**src/rtl/key_press_classifier.sv**
```systemverilog
// Purpose: classify debounced key gestures as single click, double click or long press.
// Latency: pulses are registered, one cycle after the timeout or release edge that decides the gesture.
// Backpressure: none; the event pulses are fire-and-forget and the downstream logic has no ready.
// Optional feature: define KEY_REPEAT_EN to repeat long_press every CNT_RPT cycles while held.
module key_press_classifier #(
    parameter logic [25:0] CNT_LONG = 26'd49_999_999,
    parameter logic [25:0] CNT_GAP  = 26'd14_999_999,
    parameter logic [19:0] CNT_REL  = 20'd999_999
`ifdef KEY_REPEAT_EN
    ,
    parameter logic [25:0] CNT_RPT  = 26'd9_999_999
`endif
) (
    input  logic sys_clk,
    input  logic sys_rst_n,
    input  logic key_flag,
    input  logic key_in,
    output logic single_click,
    output logic double_click,
    output logic long_press,
    output logic busy
);

    typedef enum logic [2:0] {
        IDLE   = 3'd0,
        PRESS1 = 3'd1,
        GAP    = 3'd2,
        PRESS2 = 3'd3,
        LONG   = 3'd4
    } state_t;

    localparam logic [25:0] CNT_LONG_M1 = CNT_LONG - 26'd1;
    localparam logic [25:0] CNT_GAP_M1  = CNT_GAP - 26'd1;
    localparam logic [19:0] CNT_REL_M1  = CNT_REL - 20'd1;
`ifdef KEY_REPEAT_EN
    localparam logic [25:0] CNT_RPT_M1  = CNT_RPT - 26'd1;
`endif

    state_t      state_q, state_d;
    logic [25:0] cnt_q, cnt_d;
    logic [19:0] rel_cnt_q, rel_cnt_d;
    logic        rel_ok;
    logic        rpt_tick;
    logic        single_d, double_d, long_d, busy_d;
    logic        single_q, double_q, long_q, busy_q;

    // Release filter: count consecutive high cycles, saturating so rel_ok fires once per release.
    always_comb begin
        rel_cnt_d = rel_cnt_q;
        if (!key_in) begin
            rel_cnt_d = '0;
        end else if (rel_cnt_q != CNT_REL) begin
            rel_cnt_d = rel_cnt_q + 20'd1;
        end
    end

    assign rel_ok = key_in && (rel_cnt_q == CNT_REL_M1);

    // State, timer, release counter and output registers.
    always_ff @(posedge sys_clk or negedge sys_rst_n) begin
        if (!sys_rst_n) begin
            state_q   <= IDLE;
            cnt_q     <= '0;
            rel_cnt_q <= '0;
            single_q  <= 1'b0;
            double_q  <= 1'b0;
            long_q    <= 1'b0;
            busy_q    <= 1'b0;
        end else begin
            state_q   <= state_d;
            cnt_q     <= cnt_d;
            rel_cnt_q <= rel_cnt_d;
            single_q  <= single_d;
            double_q  <= double_d;
            long_q    <= long_d;
            busy_q    <= busy_d;
        end
    end

    // Next-state: release beats long timeout, second press beats gap timeout.
    always_comb begin
        state_d  = state_q;
        rpt_tick = 1'b0;
        case (state_q)
            IDLE: begin
                if (key_flag) state_d = PRESS1;
            end
            PRESS1: begin
                if (rel_ok)                    state_d = GAP;
                else if (cnt_q == CNT_LONG_M1) state_d = LONG;
            end
            GAP: begin
                if (key_flag)                 state_d = PRESS2;
                else if (cnt_q == CNT_GAP_M1) state_d = IDLE;
            end
            PRESS2: begin
                if (rel_ok) state_d = IDLE;
            end
            LONG: begin
                if (rel_ok) begin
                    state_d = IDLE;
                end
`ifdef KEY_REPEAT_EN
                else if (cnt_q == CNT_RPT_M1) begin
                    rpt_tick = 1'b1;
                end
`endif
            end
            default: state_d = IDLE;
        endcase
    end

    // Gesture timer: restarts on every state change (and on each repeat tick), idle in IDLE/PRESS2.
    always_comb begin
        cnt_d = '0;
        if ((state_d == state_q) && !rpt_tick) begin
            if ((state_q == PRESS1) || (state_q == GAP) || (state_q == LONG)) begin
                cnt_d = cnt_q + 26'd1;
            end
        end
    end

    // Output decode: a pulse is raised on the edge of the transition that decides the gesture.
    always_comb begin
        single_d = (state_q == GAP) && (state_d == IDLE);
        double_d = (state_q == PRESS2) && (state_d == IDLE);
        long_d   = ((state_q == PRESS1) && (state_d == LONG)) || rpt_tick;
        busy_d   = (state_d != IDLE);
    end

    assign single_click = single_q;
    assign double_click = double_q;
    assign long_press   = long_q;
    assign busy         = busy_q;

endmodule

```
**config.mk**
```make
export PLATFORM = sky130hd
export DESIGN_NAME = key_press_classifier
export DESIGN_NICKNAME = d
export VERILOG_FILES = /design/src/rtl/key_press_classifier.sv
export SDC_FILE = /design/constraint.sdc
export NUM_CORES = 1
export LEC_CHECK = 0
export ABC_AREA = 1
export BUFFER_PORTS_ARGS = -buffer_cell sky130_fd_sc_hd__buf_2
export CORE_MARGIN = 5
export CORE_UTILIZATION = 57
export DETAILED_ROUTE_END_ITERATION = 7
export HOLD_SLACK_MARGIN = 0.1
export PLACE_DENSITY = 0.74
export SLEW_MARGIN = 20
export SYNTH_ARGS = -nofsm -noshare
export SYNTH_HDL_FRONTEND = slang
export SYNTH_SLANG_ARGS = --single-unit
```
**constraint.sdc**
```tcl
create_clock -name sys_clk -period 1.77 [get_ports sys_clk]
set_input_delay 0.0885 -clock sys_clk [delete_from_list [all_inputs] [get_ports sys_clk]]
set_output_delay 0.0885 -clock sys_clk [all_outputs]
set_load 0.01 [all_outputs]
```
Word level (Yosys, flattened, before mapping)
Index checks and enable logic that the tools add are counted.
- bits in registers: 53
- input port bits: 4
- output and inout port bits: 4
- logic and storage cells: 41
- $add $sub $neg: 2
- eq/ne operators: 11
- mux-type cells: 11
- reduce and logical (&&, ||, !) cells: 10
- operators by type and width (kind ; count):
    26-bit 2-to-1 mux ; 2
    20-bit 2-to-1 mux ; 2
    26-bit by 1-bit adder with 26-bit output, second input constant ; 1
    26-bit by 24-bit equality test with 1-bit output, second input constant ; 1
    26-bit equality test, second input constant ; 1
    20-bit by 1-bit adder with 20-bit output, second input constant ; 1
    20-bit equality test, second input constant ; 1
    20-bit inequality test, second input constant ; 1
    3-bit 2-to-1 mux ; 6
    3-bit one-hot mux with 4 select lines ; 1
    3-bit by 2-bit equality test with 1-bit output, second input constant ; 2
    3-bit equality test, second input constant ; 2
    3-bit zero test ; 2
    1-bit logical AND ; 4
    3-bit by 1-bit equality test with 1-bit output, second input constant ; 1
    3-bit equality test ; 1
    3-bit nonzero test ; 1
    1-bit logical OR ; 2
    2-bit by 1-bit inequality test with 1-bit output, second input constant ; 1
    2-bit OR reduction ; 1

Logic depth before layout (Yosys ltp)
- depth after elaboration: 6
- depth in mapped cells: 15
- mapped depth without buffers: 14

Least setup slack after synthesis
OpenSTA, ideal clock, no wires.
- path kind: register -> register
- from: register cnt_q[0]
- to: register cnt_q[12]
- library setup time: 128 ps
- data arrival time: 1634 ps
- data required time: 1642 ps
- path slack: 9 ps
- cell stages (with the launch flop): 15
- path buffers: 1
- clock period less this slack: 1761 ps
- cell sequence: dfrtp_1 > inv_1 > ha_1 > inv_1 > nor2_2 > nand2_1 > nor2_1 > nand2_1 > nand2_1 > nand2_1 > a21oi_1 > nand2_4 > nand3_4 > buf_12 > nor2_4
- cells in the longest elaborated chain, start to end: 6
- elaborated cells between the ends (all ways): 11
- those cells by class: add/sub: 1; eq/ne: 3; mux: 7
- ends and longest elaborated chain (item ; line ; source):
    from (decl) ; 40 ; logic [25:0] cnt_q, cnt_d;
    from (signal assigned) ; 71 ; cnt_q <= cnt_d;
    26-bit by 24-bit equality test with 1-bit output or 26-bit equality test (tied branches) ; 94, 90 ;
    3-bit 2-to-1 mux (on tied branches) ; 94, 90 ;
    3-bit 2-to-1 mux (on tied branches) ; 93, 89 ;
    3-bit one-hot mux with 4 select lines ; 84 ; case (state_q)
    3-bit equality test ; 116 ; if ((state_d == state_q) && !rpt_tick) begin
    26-bit 2-to-1 mux * ; 116 ;
    via cnt_d[12] ; 40 ;
Mark *: on every way through the listed nets, which the timed path passes. The rest lies on a longest branch.
A chain may end at the register's enable or synchronous reset.

Worst setup path in the final report
- from: register rel_cnt_q[0]
- to: register cnt_q[3]
- cells in the longest elaborated chain, start to end: 6
- elaborated cells between the ends (all ways): 7
- those cells by class: eq/ne: 2; mux: 4; reduce/logical: 1
- ends and longest elaborated chain (item ; line ; source):
    from (decl) ; 41 ; logic [19:0] rel_cnt_q, rel_cnt_d;
    from (signal assigned) ; 72 ; rel_cnt_q <= rel_cnt_d;
    20-bit equality test * ; 57 ; assign rel_ok = key_in && (rel_cnt_q == CNT_REL_M1);
    1-bit logical AND * ; 57 ;
    3-bit 2-to-1 mux (on tied branches) ; 97, 100, 89 ;
    3-bit one-hot mux with 4 select lines * ; 84 ;
    3-bit equality test * ; 116 ;
    26-bit 2-to-1 mux * ; 116 ;
    via cnt_d[3] ; 40 ;
Marks and branches as above.

==> flow_metrics.tcl <==
set metrics [dict create \
    fmax_mhz 502 \
    worstHoldPathType "in -> async" \
    syn_area_um2 3420 \
    routed.top_layer "met4" \
    dpl.hpwl_um 6420 \
    post-synth-top-count-cell "nand2_1" \
    setup_viol 35 \
    grt_pass1_wl_um 15600 \
    synthSimpleGateAreaFrac_pct 41.2 \
    core_um2 5890 \
    cts_sinks 53 \
    regArea_um2 1330 \
    cts_tree "yes" \
    yosys.area_share.xor_xnor_pct 4.10 \
    ys_seq_area_share_pct 38.8 \
    placedCellCount 591 \
    clock_latency_ns 0.32 \
    slew_viol_final 0 \
    synth.ff_latch_count 53 \
    fin_cells 621 \
    max_slew_margin_pct 70.0 \
    wl_um 9550 \
    fillCellCount 377 \
    rsz0062_at_grt "yes" \
    synth_compound_area_share_pct 5.64 \
    diodes 0 \
    die_area_um2 7640 \
    layout-drive-gt1-share_pct 38.8 \
    synthCells 444 \
    synth_top_area_share_pct 38.8 \
    wl_met1_um 3810 \
    synth_fa_ha_area_share_pct 1.46 \
    powerDensity_nw_per_um2 870 \
    met2_length_um 4970 \
    synth_cell_types 34 \
    nets 553 \
    synth_flop_cell "dfrtp_1" \
    grt-ovfl-total 0 \
    avgSynthCellArea_um2 7.70 \
    skew_ns 0.0176 \
    critPathMaxFanout 8 \
    wire_per_inst_um 15.4 \
    synth_mux_area_share_pct 0 \
    die_w_um 87.4 \
    grt_max_degree 28 \
    peakVddDrop_uv 632 \
    yosysTopAreaCell "dfrtp_1" \
    synthTopCellsByArea "dfrtp_1 (39%), nand2_1 (11%), nor2_4 (7.6%), inv_1 (6.4%), nor2_1 (6.0%)" \
    cp.arrival_ns 2.24 \
    io_pins 8 \
    startpoint_type "flop" \
    gp_congestion 0.911 \
    multi_input_area_um2 1980 \
    track_usage_pct 26.0 \
    crit_type "reg -> reg" \
    async_reset_ff_share_pct 100 \
    pre_cts_ws_ns -0.205 \
    max-cap-violations 0 \
    worst_slack_ns -0.224 \
    synth_edf_count 0 \
    r2r_slack_ns -0.22 \
    numCtsBuffers 5 \
    drcViolationCount 0 \
    drtAntennaViolNets 0 \
    antenna_found_initial 0 \
    drt_first_pass_iters 5 \
    vias_per_cell 5.50 \
    r2r_cells 13 \
    synth_top_family_by_area "simple AND/OR/NAND/NOR gates" \
    first_global_vias 3454 \
    cts_buffer_depth 2 \
    rows 28 \
    p_total_w 0.00398 \
    die_y_um 87.4 \
    htreeDepth 2 \
    cp-end-kind "flop" \
    ys_warn_count 0 \
    p_leak_nw 2.01 \
    vias 3415 \
    layout_min_cycle_time_ns 1.99 \
    violations "negative setup slack" \
    port_buffers 7 \
    synth_fp_nets 452 \
    synth_commonest_cells "nand2_1 (97), inv_1 (58), nor2_1 (55)" \
    tns_ns -5.35 \
    crit_required_ns 2.01 \
    hold_viol_final 0 \
    period_share_pct 113 \
    utilization_pct 77.7 \
    dr.first_iter.drc_count 312 \
    outcome "finished, violations left" \
    initial_core_util_pct 58.1 \
    clkSlewWorstSetupHoldPaths_ns 0.11 \
    dr_wl_met3_um 421 \
    tightestPinTransition_ns 0.446 \
    cts_root_buffer "clkbuf_8" \
    synthToLayoutAreaGrowth_pct 33.9 \
]
## final cells by class
type / count / share of cell area (%)
repair buffers: 97 / 17.1
flip-flops and latches: 53 / 29.0
clock inverters: 3 / 1.42
clock buffers: 5 / 1.50
multi-input cells: 320 / 43.3
well taps: 75 / 2.05
inverters: 68 / 5.61
## cells in the final DEF, fill, tap and decap left out, types with 2 or more instances in the layout
master and n:
nand2_1 91, buf_2 7, a21oi_2 3, nor3_1 13
nand3_2 4, a31oi_1 2, nand2_2 16, xor2_1 12
nor4_1 6, clkinv_2 2, ha_2 2, bufinv_16 2
clkbuf_8 5, inv_1 51, o21ai_0 7, a21oi_1 7
dfrtp_1 52, nand3_4 3, or2_2 3, xnor2_1 3
nor2_2 15, nand2_4 3, a211oi_1 3, buf_16 2
nor2_1 42, nor2_4 29, buf_4 84, nand3_1 20
o21ai_2 2, buf_12 2, nand4_1 15, inv_2 15
o21ai_1 3, nor3_2 5
## metal layers
layer,up-vias,global-route usage [%]
met3,35,4.45
met2,129,46.6
li1,1618,-
met4,0,10.6
met1,1633,30.4
met5,-,0
## worst paths after layout
| kind | from | end |
|---|---|---|
| max | rel_cnt_q[0] | cnt_q[3] |
| min | sys_rst_n | cnt_q[16] |
| max reg2reg | rel_cnt_q[0] | cnt_q[3] |
| min reg2reg | rel_cnt_q[15] | rel_cnt_q[15] |
| max in group asynchronous | sys_rst_n | rel_cnt_q[11] |
| min in group sys_clk | key_in | rel_cnt_q[9] |
## kinds of logic (layout without fill, tap and decap cells)
| kind of cell | Yosys count | count (layout) |
|---|---|---|
| AO/OA/AOI/OAI | 33 | 33 |
| XOR/XNOR | 16 | 16 |
| adder cells (fa/ha/maj) | 4 | 4 |
| buffers and inverters | 71 | 173 |
| flip-flops | 53 | 53 |
| AND/OR/NAND/NOR | 267 | 267 |
## what timing repair did
item                                    CTS  global route
pin swaps                                 7            14
endpoints found under the setup margin   27            44
buffers inserted                         13             6
cloned                                    2             0
hold endpoints to repair                 40             0
gates resized for setup                  28            35
hold buffers                              1             0
## per-stage QoR
stage	hold slack, ns	area [um2]
global placement	0.00266	4040
global route	0.214	4570
detailed placement	0.00544	4040
finish	0.195	4570
floorplan	-0.207	3420
CTS	0.200	4420
## power breakdown
group | leakage (nW) | switching, W | total, W | internal (W)
Sequential | 0.726 | 0.0000620 | 0.00133 | 0.00127
Combinational | 1.22 | 0.000923 | 0.00165 | 0.000731
Clock | 0.0681 | 0.000434 | 0.000996 | 0.000562
## sequential cells by signal (all words and copies together) (netlist names)
register,cells
busy,1
cnt_q,26
double_click,1
long_press,1
rel_cnt_q,20
single_click,1
state_q,3
## worst max-delay path, cell delays in order, from the launching register on
cell,delay [ns]
dfrtp_1,0.41
inv_2,0.09
ha_4,0.16
nand2_4,0.06
nor2_4,0.14
nand3_4,0.13
nand2_2,0.11
nand2_2,0.07
nor2_4,0.12
nand2_2,0.08
nand2_4,0.08
nand3_4,0.18
buf_12,0.21
nor2_1,0.08
Power figures use the tool's default switching activity.
